[src/rtl/testport_pkg.sv]
// testport_pkg
//   Shared constants and types for the test-port capture block.
//   - TEST_PORT_DEF    : default word address of the test port
//   - BEGIN_SYMBOL_DEF : default store value that arms the watchdog
//   - out_state_t      : output pulse FSM state encoding
//   - sat_inc16        : saturating 16-bit increment
package testport_pkg;

    localparam logic [29:0] TEST_PORT_DEF    = 30'hFF;
    localparam logic [31:0] BEGIN_SYMBOL_DEF = 32'h0000_0168;

    typedef enum logic [1:0] {
        IDLE  = 2'd0,
        PULSE = 2'd1,
        GAP   = 2'd2
    } out_state_t;

    function automatic logic [15:0] sat_inc16(input logic [15:0] v);
        return (v == 16'hFFFF) ? v : v + 16'd1;
    endfunction

endpackage

[src/rtl/testport_fifo.sv]
// testport_fifo
//   Synchronous FIFO holding captured test-port store data.
//   Ports:
//     clk, rst          : clock, synchronous active-low reset
//     push, wdata       : write request and data
//     pop               : read request (head advances at the edge)
//     rdata             : current head entry (valid when !empty)
//     full, empty       : occupancy flags
//   A push while full is accepted only if a pop happens in the same cycle.
module testport_fifo #(
    parameter int DEPTH = 8,
    parameter int WIDTH = 32
) (
    input  logic             clk,
    input  logic             rst,
    input  logic             push,
    input  logic [WIDTH-1:0] wdata,
    input  logic             pop,
    output logic [WIDTH-1:0] rdata,
    output logic             full,
    output logic             empty
);

    localparam int AW = $clog2(DEPTH);

    logic [WIDTH-1:0] mem [DEPTH];
    // Extra MSB on each pointer distinguishes full from empty.
    logic [AW:0]      wr_ptr;
    logic [AW:0]      rd_ptr;
    logic             wr_en;
    logic             rd_en;

    assign empty = (wr_ptr == rd_ptr);
    assign full  = (wr_ptr[AW] != rd_ptr[AW]) && (wr_ptr[AW-1:0] == rd_ptr[AW-1:0]);
    assign wr_en = push && (!full || pop);
    assign rd_en = pop && !empty;
    assign rdata = mem[rd_ptr[AW-1:0]];

    always_ff @(posedge clk) begin
        if (!rst) begin
            wr_ptr <= '0;
            rd_ptr <= '0;
        end else begin
            if (wr_en) wr_ptr <= wr_ptr + (AW+1)'(1);
            if (rd_en) rd_ptr <= rd_ptr + (AW+1)'(1);
        end
    end

    // Storage needs no reset: entries are only read after being written.
    always_ff @(posedge clk) begin
        if (wr_en) mem[wr_ptr[AW-1:0]] <= wdata;
    end

endmodule

[src/rtl/testport_capture.sv]
// testport_capture
//   Snoops the data-memory write port, captures completed stores to the
//   test port, buffers them and replays each as a single-cycle wen pulse
//   followed by at least GAP_CYCLES idle cycles.
//   Ports:
//     clk, rst                        : clock, synchronous active-low reset
//     mem_addr/mem_wdata/mem_wen/
//     mem_stall                       : processor data-memory write interface
//     addr/data/wen                   : registered pulse output to the checker
//     overflow                        : sticky, an event was dropped (FIFO full)
//     event_cnt                       : pulses issued, saturating
//     hang                            : sticky watchdog flag
//   Optional feature: define TESTPORT_WATCHDOG_EN to build the watchdog;
//   otherwise hang is tied to 0.
//
//   Output FSM
//     state | meaning
//     IDLE  | waiting for a buffered event
//     PULSE | wen high, addr/data presenting the popped event
//     GAP   | outputs low, counting down the forced idle gap
module testport_capture
    import testport_pkg::*;
#(
    parameter logic [29:0] TEST_PORT    = TEST_PORT_DEF,
    parameter logic [31:0] BEGIN_SYMBOL = BEGIN_SYMBOL_DEF,
    parameter int          DEPTH        = 8,
    parameter int          GAP_CYCLES   = 1,
    parameter logic [15:0] WDOG_LIMIT   = 16'd4000
) (
    input  logic        clk,
    input  logic        rst,
    input  logic [29:0] mem_addr,
    input  logic [31:0] mem_wdata,
    input  logic        mem_wen,
    input  logic        mem_stall,
    output logic [29:0] addr,
    output logic [31:0] data,
    output logic        wen,
    output logic        overflow,
    output logic [15:0] event_cnt,
    output logic        hang
);

    localparam logic [3:0] GAP_LOAD = 4'(GAP_CYCLES - 1);

    out_state_t  state;
    logic [3:0]  gap_cnt;
    logic        capture;
    logic        fifo_pop;
    logic        fifo_full;
    logic        fifo_empty;
    logic [31:0] fifo_rdata;

    // Stalled cycles repeat the same store, so only the completing cycle counts.
    assign capture = mem_wen && !mem_stall && (mem_addr == TEST_PORT);

    // The last gap cycle doubles as the IDLE decision cycle so that events
    // can be issued every 1+GAP_CYCLES cycles.
    assign fifo_pop = !fifo_empty &&
                      ((state == IDLE) || ((state == GAP) && (gap_cnt == 4'd0)));

    testport_fifo #(
        .DEPTH (DEPTH),
        .WIDTH (32)
    ) u_fifo (
        .clk   (clk),
        .rst   (rst),
        .push  (capture),
        .wdata (mem_wdata),
        .pop   (fifo_pop),
        .rdata (fifo_rdata),
        .full  (fifo_full),
        .empty (fifo_empty)
    );

    always_ff @(posedge clk) begin
        if (!rst) begin
            state     <= IDLE;
            gap_cnt   <= 4'd0;
            wen       <= 1'b0;
            addr      <= '0;
            data      <= '0;
            event_cnt <= 16'd0;
            overflow  <= 1'b0;
        end else begin
            if (capture && fifo_full && !fifo_pop) overflow <= 1'b1;

            if (fifo_pop) begin
                state     <= PULSE;
                wen       <= 1'b1;
                addr      <= TEST_PORT;
                data      <= fifo_rdata;
                event_cnt <= sat_inc16(event_cnt);
            end else begin
                case (state)
                    IDLE: ;
                    PULSE: begin
                        state   <= GAP;
                        wen     <= 1'b0;
                        addr    <= '0;
                        data    <= '0;
                        gap_cnt <= GAP_LOAD;
                    end
                    GAP: begin
                        if (gap_cnt == 4'd0) state <= IDLE;
                        else                 gap_cnt <= gap_cnt - 4'd1;
                    end
                    default: state <= IDLE;
                endcase
            end
        end
    end

`ifdef TESTPORT_WATCHDOG_EN
    // Down-counter holding cycles remaining until the hang limit; a
    // capture reloads it, which is the same as clearing an elapsed count.
    logic        wdog_armed;
    logic [15:0] wdog_cnt;
    logic        hang_r;

    always_ff @(posedge clk) begin
        if (!rst) begin
            wdog_armed <= 1'b0;
            wdog_cnt   <= 16'd0;
            hang_r     <= 1'b0;
        end else if (!hang_r) begin
            if (capture) begin
                wdog_cnt <= WDOG_LIMIT;
                if (mem_wdata == BEGIN_SYMBOL) wdog_armed <= 1'b1;
            end else if (wdog_armed) begin
                if (wdog_cnt <= 16'd1) begin
                    hang_r   <= 1'b1;
                    wdog_cnt <= 16'd0;
                end else begin
                    wdog_cnt <= wdog_cnt - 16'd1;
                end
            end
        end
    end

    assign hang = hang_r;
`else
    assign hang = 1'b0;
`endif

endmodule

[config.mk]
export PLATFORM = sky130hd
export DESIGN_NAME = testport_capture
export DESIGN_NICKNAME = d
export VERILOG_FILES = /design/src/rtl/testport_pkg.sv /design/src/rtl/testport_fifo.sv /design/src/rtl/testport_capture.sv
export SDC_FILE = /design/constraint.sdc
export NUM_CORES = 1
export LEC_CHECK = 0
export BUFFER_PORTS_ARGS = -buffer_cell sky130_fd_sc_hd__buf_2
export CORE_ASPECT_RATIO = 1.5
export CORE_MARGIN = 3
export CORE_UTILIZATION = 45
export DETAILED_ROUTE_END_ITERATION = 6
export MAX_ROUTING_LAYER = met4
export PLACE_DENSITY = 0.66
export SYNTH_ARGS = -nofsm -noshare
export SYNTH_HDL_FRONTEND = slang
export SYNTH_HIERARCHICAL = 1
export SYNTH_SLANG_ARGS = --single-unit
[constraint.sdc]
create_clock -name clk -period 4.8 [get_ports clk]
set_clock_uncertainty 0.05 [all_clocks]
set_input_delay 0.24 -clock clk [delete_from_list [all_inputs] [get_ports clk]]
set_output_delay 0.24 -clock clk [all_outputs]
set_load 0.005 [all_outputs]
Yosys cells after proc, flatten, opt, wreduce, memory -nomap -nowiden
Memories as Yosys holds them, arrays and structs flattened. A register that Yosys moved wholly into a read port is not among the register bits.
Index checks and enable logic that the tools add are counted.
{ "classes": {"n_eq_ne": 11, "bitwise_logic": 4, "addsub": 4, "mux": 15, "n_reduce_logical": 24} }
{ "op_table": {"columns": ["op", "n"], "rows": [
  ["$mux W32", 2],
  ["$eq A30 B8 Y1 const B", 1],
  ["$add A16 B1 Y16 const B", 1],
  ["$eq A16 B16 Y1 const B", 1],
  ["$mux W8", 2],
  ["$logic_and A1 B1 Y1", 9],
  ["$add A4 B1 Y4 const B", 2],
  ["$pmux W4 S2", 1],
  ["$mux W3", 2],
  ["$pmux W2 S3", 1],
  ["$reduce_and A2 Y1", 3],
  ["$mux W1", 5],
  ["$eq A4 B4 Y1", 1],
  ["$logic_not A1 Y1", 4],
  ["$logic_not A4 Y1", 1],
  ["$mux W4", 1],
  ["$ne A2 B2 Y1 const B", 2],
  ["$not A1 Y1", 4],
  ["$reduce_bool A2 Y1", 2],
  ["$sub A4 B1 Y4 const B", 1],
  ["$eq A3 B3 Y1", 1],
  ["$ne A3 B2 Y1 const B", 1],
  ["$reduce_and A3 Y1", 1],
  ["$eq A2 B1 Y1 const B", 1],
  ["other kinds (7)", 8]
]} }
{ "word_totals": {"n_memories": 1, "ramBits": 256, "wordCells": 69, "regBits": 72, "out_inout_bits": 81} }
{ "memory_table": {"columns": ["name", "depth", "word_bits", "read_ports", "rd_clocked_by_memory_dff", "wr", "line", "rtl"], "rows": [
  ["u_fifo.mem", 8, 32, 1, 1, 1, "testport_fifo.sv:26", "logic [WIDTH-1:0] mem [DEPTH];"]
]} }

Longest topological paths before layout
{ "depth": {"ltp_word": 8, "mapped_depth": 12, "depth_no_buf": 9} }

By module
Netlist, hierarchy kept.
{ "modules_own_cells": {"columns": ["mod", "area_each_um2", "seq_area_each_um2", "cells_per_inst", "n_inst"], "rows": [
  ["testport_fifo", 10173.5, 7907.6, 441, 1],
  ["testport_capture", 2850.2, 1121.1, 333, 1]
]} }

Worst setup path after synthesis
No wires, ideal clock.
{ "synth_timing": {"path_kind": "register -> register", "startpoint": "register state[0]", "endpoint": "memory u_fifo.mem[0][0], enable pin", "path_stages_with_launch": 10, "required_ns": 4.248, "n_path_buf": 2, "setup_ns": 0.502, "arrival_time_ns": 4.656, "setup_slack_ns": -0.408, "period_less_slack_ns": 5.208, "path_cell_list": "dfxtp_1 -> inv_1 -> ha_1 -> nand4bb_4 -> a21o_1 -> buf_6 -> clkinv_1 -> buf_2 -> o21ai_2 -> nor4_1"} }
{ "synth_between": {"elab_chain_cells": 8, "word_cells_on_any_way": 9, "classes_between": "eq/ne (1); mux (2); reduce/logical (6)"} }
{ "synth_lines": {"columns": ["element", "line", "rtl"], "rows": [
  ["start, declared", "testport_capture.sv:46", "out_state_t state;"],
  ["start signal, assigned", "testport_capture.sv:78", "state <= IDLE;"],
  ["start signal, assigned", "testport_capture.sv:89", "state <= PULSE;"],
  ["start signal, assigned", "testport_capture.sv:98", "state <= GAP;"],
  ["$eq A2 B2 Y1", "testport_capture.sv:60", "((state == IDLE) || ((state == GAP) && (gap_cnt == 4'd0)));"],
  ["$logic_and A1 B1 Y1", "testport_capture.sv:60", null],
  ["$logic_or A1 B1 Y1 (*)", "testport_capture.sv:60", null],
  ["$logic_and A1 B1 Y1 (*)", "testport_capture.sv:59", "assign fifo_pop = !fifo_empty &&"],
  ["via fifo_pop", "testport_capture.sv:49", "logic fifo_pop;"],
  ["$logic_or A1 B1 Y1 (*)", "testport_fifo.sv:35", "assign wr_en = push && (!full || pop);"],
  ["$logic_and A1 B1 Y1 (*)", "testport_fifo.sv:35", null],
  ["$mux W1 (*)", "testport_fifo.sv:51", "if (wr_en) mem[wr_ptr[AW-1:0]] <= wdata;"],
  ["$mux W1 (not written as such) (*)", "testport_fifo.sv:51", null],
  ["end, declared", "testport_fifo.sv:26", null]
]} }
Mark *: on every way through the listed nets, which the timed path passes. The rest lies on a longest branch.

Final worst setup path
{ "layout_timing": {"startpoint": "register u_fifo.wr_ptr[1]", "endpoint": "memory u_fifo.mem[6][7], enable pin"} }
{ "layout_between": {"elab_chain_cells": 7, "word_cells_on_any_way": 10, "classes_between": "eq/ne (2); mux (2); reduce/logical (6)"} }
{ "layout_lines": {"columns": ["element", "line", "rtl"], "rows": [
  ["start, declared", "testport_fifo.sv:28", "logic [AW:0] wr_ptr;"],
  ["start signal, assigned", "testport_fifo.sv:44", "if (wr_en) wr_ptr <= wr_ptr + (AW+1)'(1);"],
  ["$eq A4 B4 Y1", "testport_fifo.sv:33", "assign empty = (wr_ptr == rd_ptr);"],
  ["via fifo_empty", "testport_capture.sv:51", "logic fifo_empty;"],
  ["$logic_not A1 Y1", "testport_capture.sv:59", null],
  ["$logic_and A1 B1 Y1", "testport_capture.sv:59", null],
  ["$logic_or A1 B1 Y1", "testport_fifo.sv:35", null],
  ["$logic_and A1 B1 Y1", "testport_fifo.sv:35", null],
  ["$mux W1", "testport_fifo.sv:51", null],
  ["$mux W1 (not written as such)", "testport_fifo.sv:51", null]
]} }
The timed path passes the listed nets, and every way through them passes these cells.

==> out/qor.yml <==
worst_setup_path:
  critPathKind: "flop to flop"
  crit_slowest_cell: "o211ai_1"
  reg2regPathDepth: 8
  crit_required_ns: 5.01
  r2r-end: "u_fifo/mem[6][7]"
  crit_path_end_kind: "flop"
  cp_max_fo: 24
  cp-startpoint: "u_fifo/wr_ptr[1]"
  critPathLaunchType: "flop"
  worstPathArrival_ns: 3.29
  rr_startpoint: "u_fifo/wr_ptr[1]"
  reg2reg_slack_ns: 1.72
  cpPeakStageDelay_ns: 0.60
  path_cells: "xnor2_1, nand3_1, nor2_1, a21o_2, clkinv_1, o211ai_1, nor2_4, buf_4"
logic_synthesis:
  avgSynthCellArea_um2: 16.8
  ys_top_cells_by_area: "edfxtp_1, mux4_2, dfxtp_1"
  netlist.area_leader.share: 0.590
  synthTopCellsByCount: "edfxtp_1, dfxtp_1, mux4_2"
  yosys.area.top_type: "edfxtp_1"
  synth_area_um2: 13000
  synth_cell_types: 56
  synth_most_common_cell: "edfxtp_1"
  synth-warning-count: 6
  netlist_instances: 774
  synth-edff-count: 256
  synthFlopType: "edfxtp_1"
  synth-async-reset-ratio: 0
  ys_seq_area_frac: 0.693
  synth_seq_cells: 323
floorplan:
  die_area_um2: 31100
  chipWidth_um: 145
  io_pins: 147
  start_util: 0.461
  fp.dieH_um: 214
  row_count: 75
  core_um2: 28200
detailed_routing:
  antenna_left: 0
  drc: 0
  wl_per_cell_um: 19.0
  wirelength_mm: 25.4
  via_count: 7062
  drtIter0Drc: 442
  avgViaCountPerCell: 5.28
  drt_pass1_iterations: 4
sta:
  timing.fmax_mhz: 324
  setup_ws_ns: 1.72
  slew_viol_final: 0
  rsz0062_at_grt: "false"
  fin_crit_sh: 0.642
  slew_headroom: 0.316
  finalSetupTns_ns: 0
  period_needed_ns: 3.08
  finalHoldViolCount: 0
  setup_viol: 0
  worstMarginPinSlew_ns: 1.02
outcome:
  status: "completed"
layout:
  drive_above_1_share: 0.318
  fin_cells: 1337
  area_growth_syn_to_layout_pct: 16.7
  nNetsFinal: 1002
job:
  drv_cap: 0
clock_network:
  postCtsSetupRepairBufs: 0
  path_clk_slew_ns: 0.07
  cts_sinks: 323
  cts_resized: 0
  cts_hold_buf: 32
  cts_root_buf: "clkbuf_16"
  cts_made_buffers: 29
  worstSkewPairLatency_ns: 0.55
  cts_tree: "built"
  htree_levels: 1
  cts_buffer_depth: 3
place:
  gp_congestion: 0.819
  dp_hpwl_mm: 15.5
  port_buffers: 123
  place_inst: 1250
  pre_cts_slack_ns: 1.49
global_route:
  grt_max_degree: 51
  grt_use_total: 0.169
  antenna_found_initial: 1
  grt_pass1_vias: 7435
  grt_first_pass_wirelength_mm: 40.8
  overflow: 0
pwr:
  ir_worst_vdd_uv: 244
  power.leakage_uw: 0.00502
  p_per_area_nw_per_um2: 350
min_path:
  hold_end: "gap_cnt[3]"
  min-delay-start: "rst"
  hp-class: "input port to flop"
  hold_path_depth: 2
## cell usage in the layout (no fill, tap or decap), drive strengths merged, types with 16 or more instances in the layout
master       synthesis  routed
conb                 1      23
a21oi               49      49
mux2                33      33
clkbuf              16      37
nand2               47      47
edfxtp             256     256
nand3b              34      34
dlygate4sd3          0      32
inv                 14      16
mux4                64      64
dfxtp               67      67
buf                 55     140
## flip-flops by register name, indices dropped and copies added, names as in the netlist, named ones only
name,count
gap_cnt,4
state,2
u_fifo/rd_ptr,4
overflow,1
u_fifo/mem,256
u_fifo/wr_ptr,4
event_cnt,16
data,32
addr,1
## kinds of logic after synthesis
family / Yosys count / synth area share
flip-flops: 323 / 0.693
AND/OR/NAND/NOR: 165 / 0.0735
multiplexers: 107 / 0.147
buffers and inverters: 86 / 0.0375
AO/OA/AOI/OAI: 78 / 0.0369
adder cells (fa/ha/maj): 8 / 0.00769
XOR/XNOR: 6 / 0.00403
other: 1 / 0.000288
## stage by stage
stage | power, µW | hold WS, ns | area, µm² | utilization
2_1_floorplan | 3100 | 0.289 | 13100 | -
3_3_place_gp | 3140 | 0.398 | 14000 | 0.495
3_5_place_dp | 3140 | 0.406 | 14000 | 0.495
4_1_cts | 5390 | 0.0524 | 15200 | 0.538
5_1_grt | 5520 | 0.0789 | 15200 | 0.538
6_report | 5330 | 0.0865 | 15200 | 0.538
## report_power, final
| part | total, µW | switching, µW | internal [µW] | leakage, µW |
|---|---|---|---|---|
| registers | 3010 | 0.000000122 | 3010 | 0.00284 |
| logic | 90.0 | 52.1 | 38.0 | 0.00173 |
| clock network | 2230 | 983 | 1240 | 0.000445 |
## final cells by class
cell class,count,area (µm²)
multi-input combinational,387,3650
antenna,1,2.50
tap,385,482
inverter,15,56.3
timing repair buffer,172,1060
fill,2285,13000
clock inverter,17,148
sequential,323,9030
clock buffer,37,766
## worst max path at each step
stage	to	cells after the start
2_1_floorplan	u_fifo/mem[4][0]	9
3_3_place_gp	u_fifo/mem[3][10]	6
3_5_place_dp	u_fifo/mem[3][10]	6
4_1_cts	u_fifo/mem[6][3]	8
5_1_grt	u_fifo/mem[6][7]	8
6_report	u_fifo/mem[6][7]	8
## layer usage
metal,global-route usage,wire (µm),vias up
met5,-,0,-
met4,0.0482,414,0
met3,0.0205,1140,25
met2,0.300,13800,166
met1,0.205,10100,3574
li1,-,-,3297
## worst max-delay path: cells and delay by family, from the launching register on
| family | cells | cell delay, ns |
|---|---|---|
| and+or+nand+nor | 3 | 0.52 |
| AOI/OAI and AO/OA | 2 | 0.75 |
| DFF | 1 | 0.59 |
| xor gates and xnor gates | 1 | 0.22 |
| buffers and inverters | 2 | 0.64 |
Power figures use the tool's default switching activity.
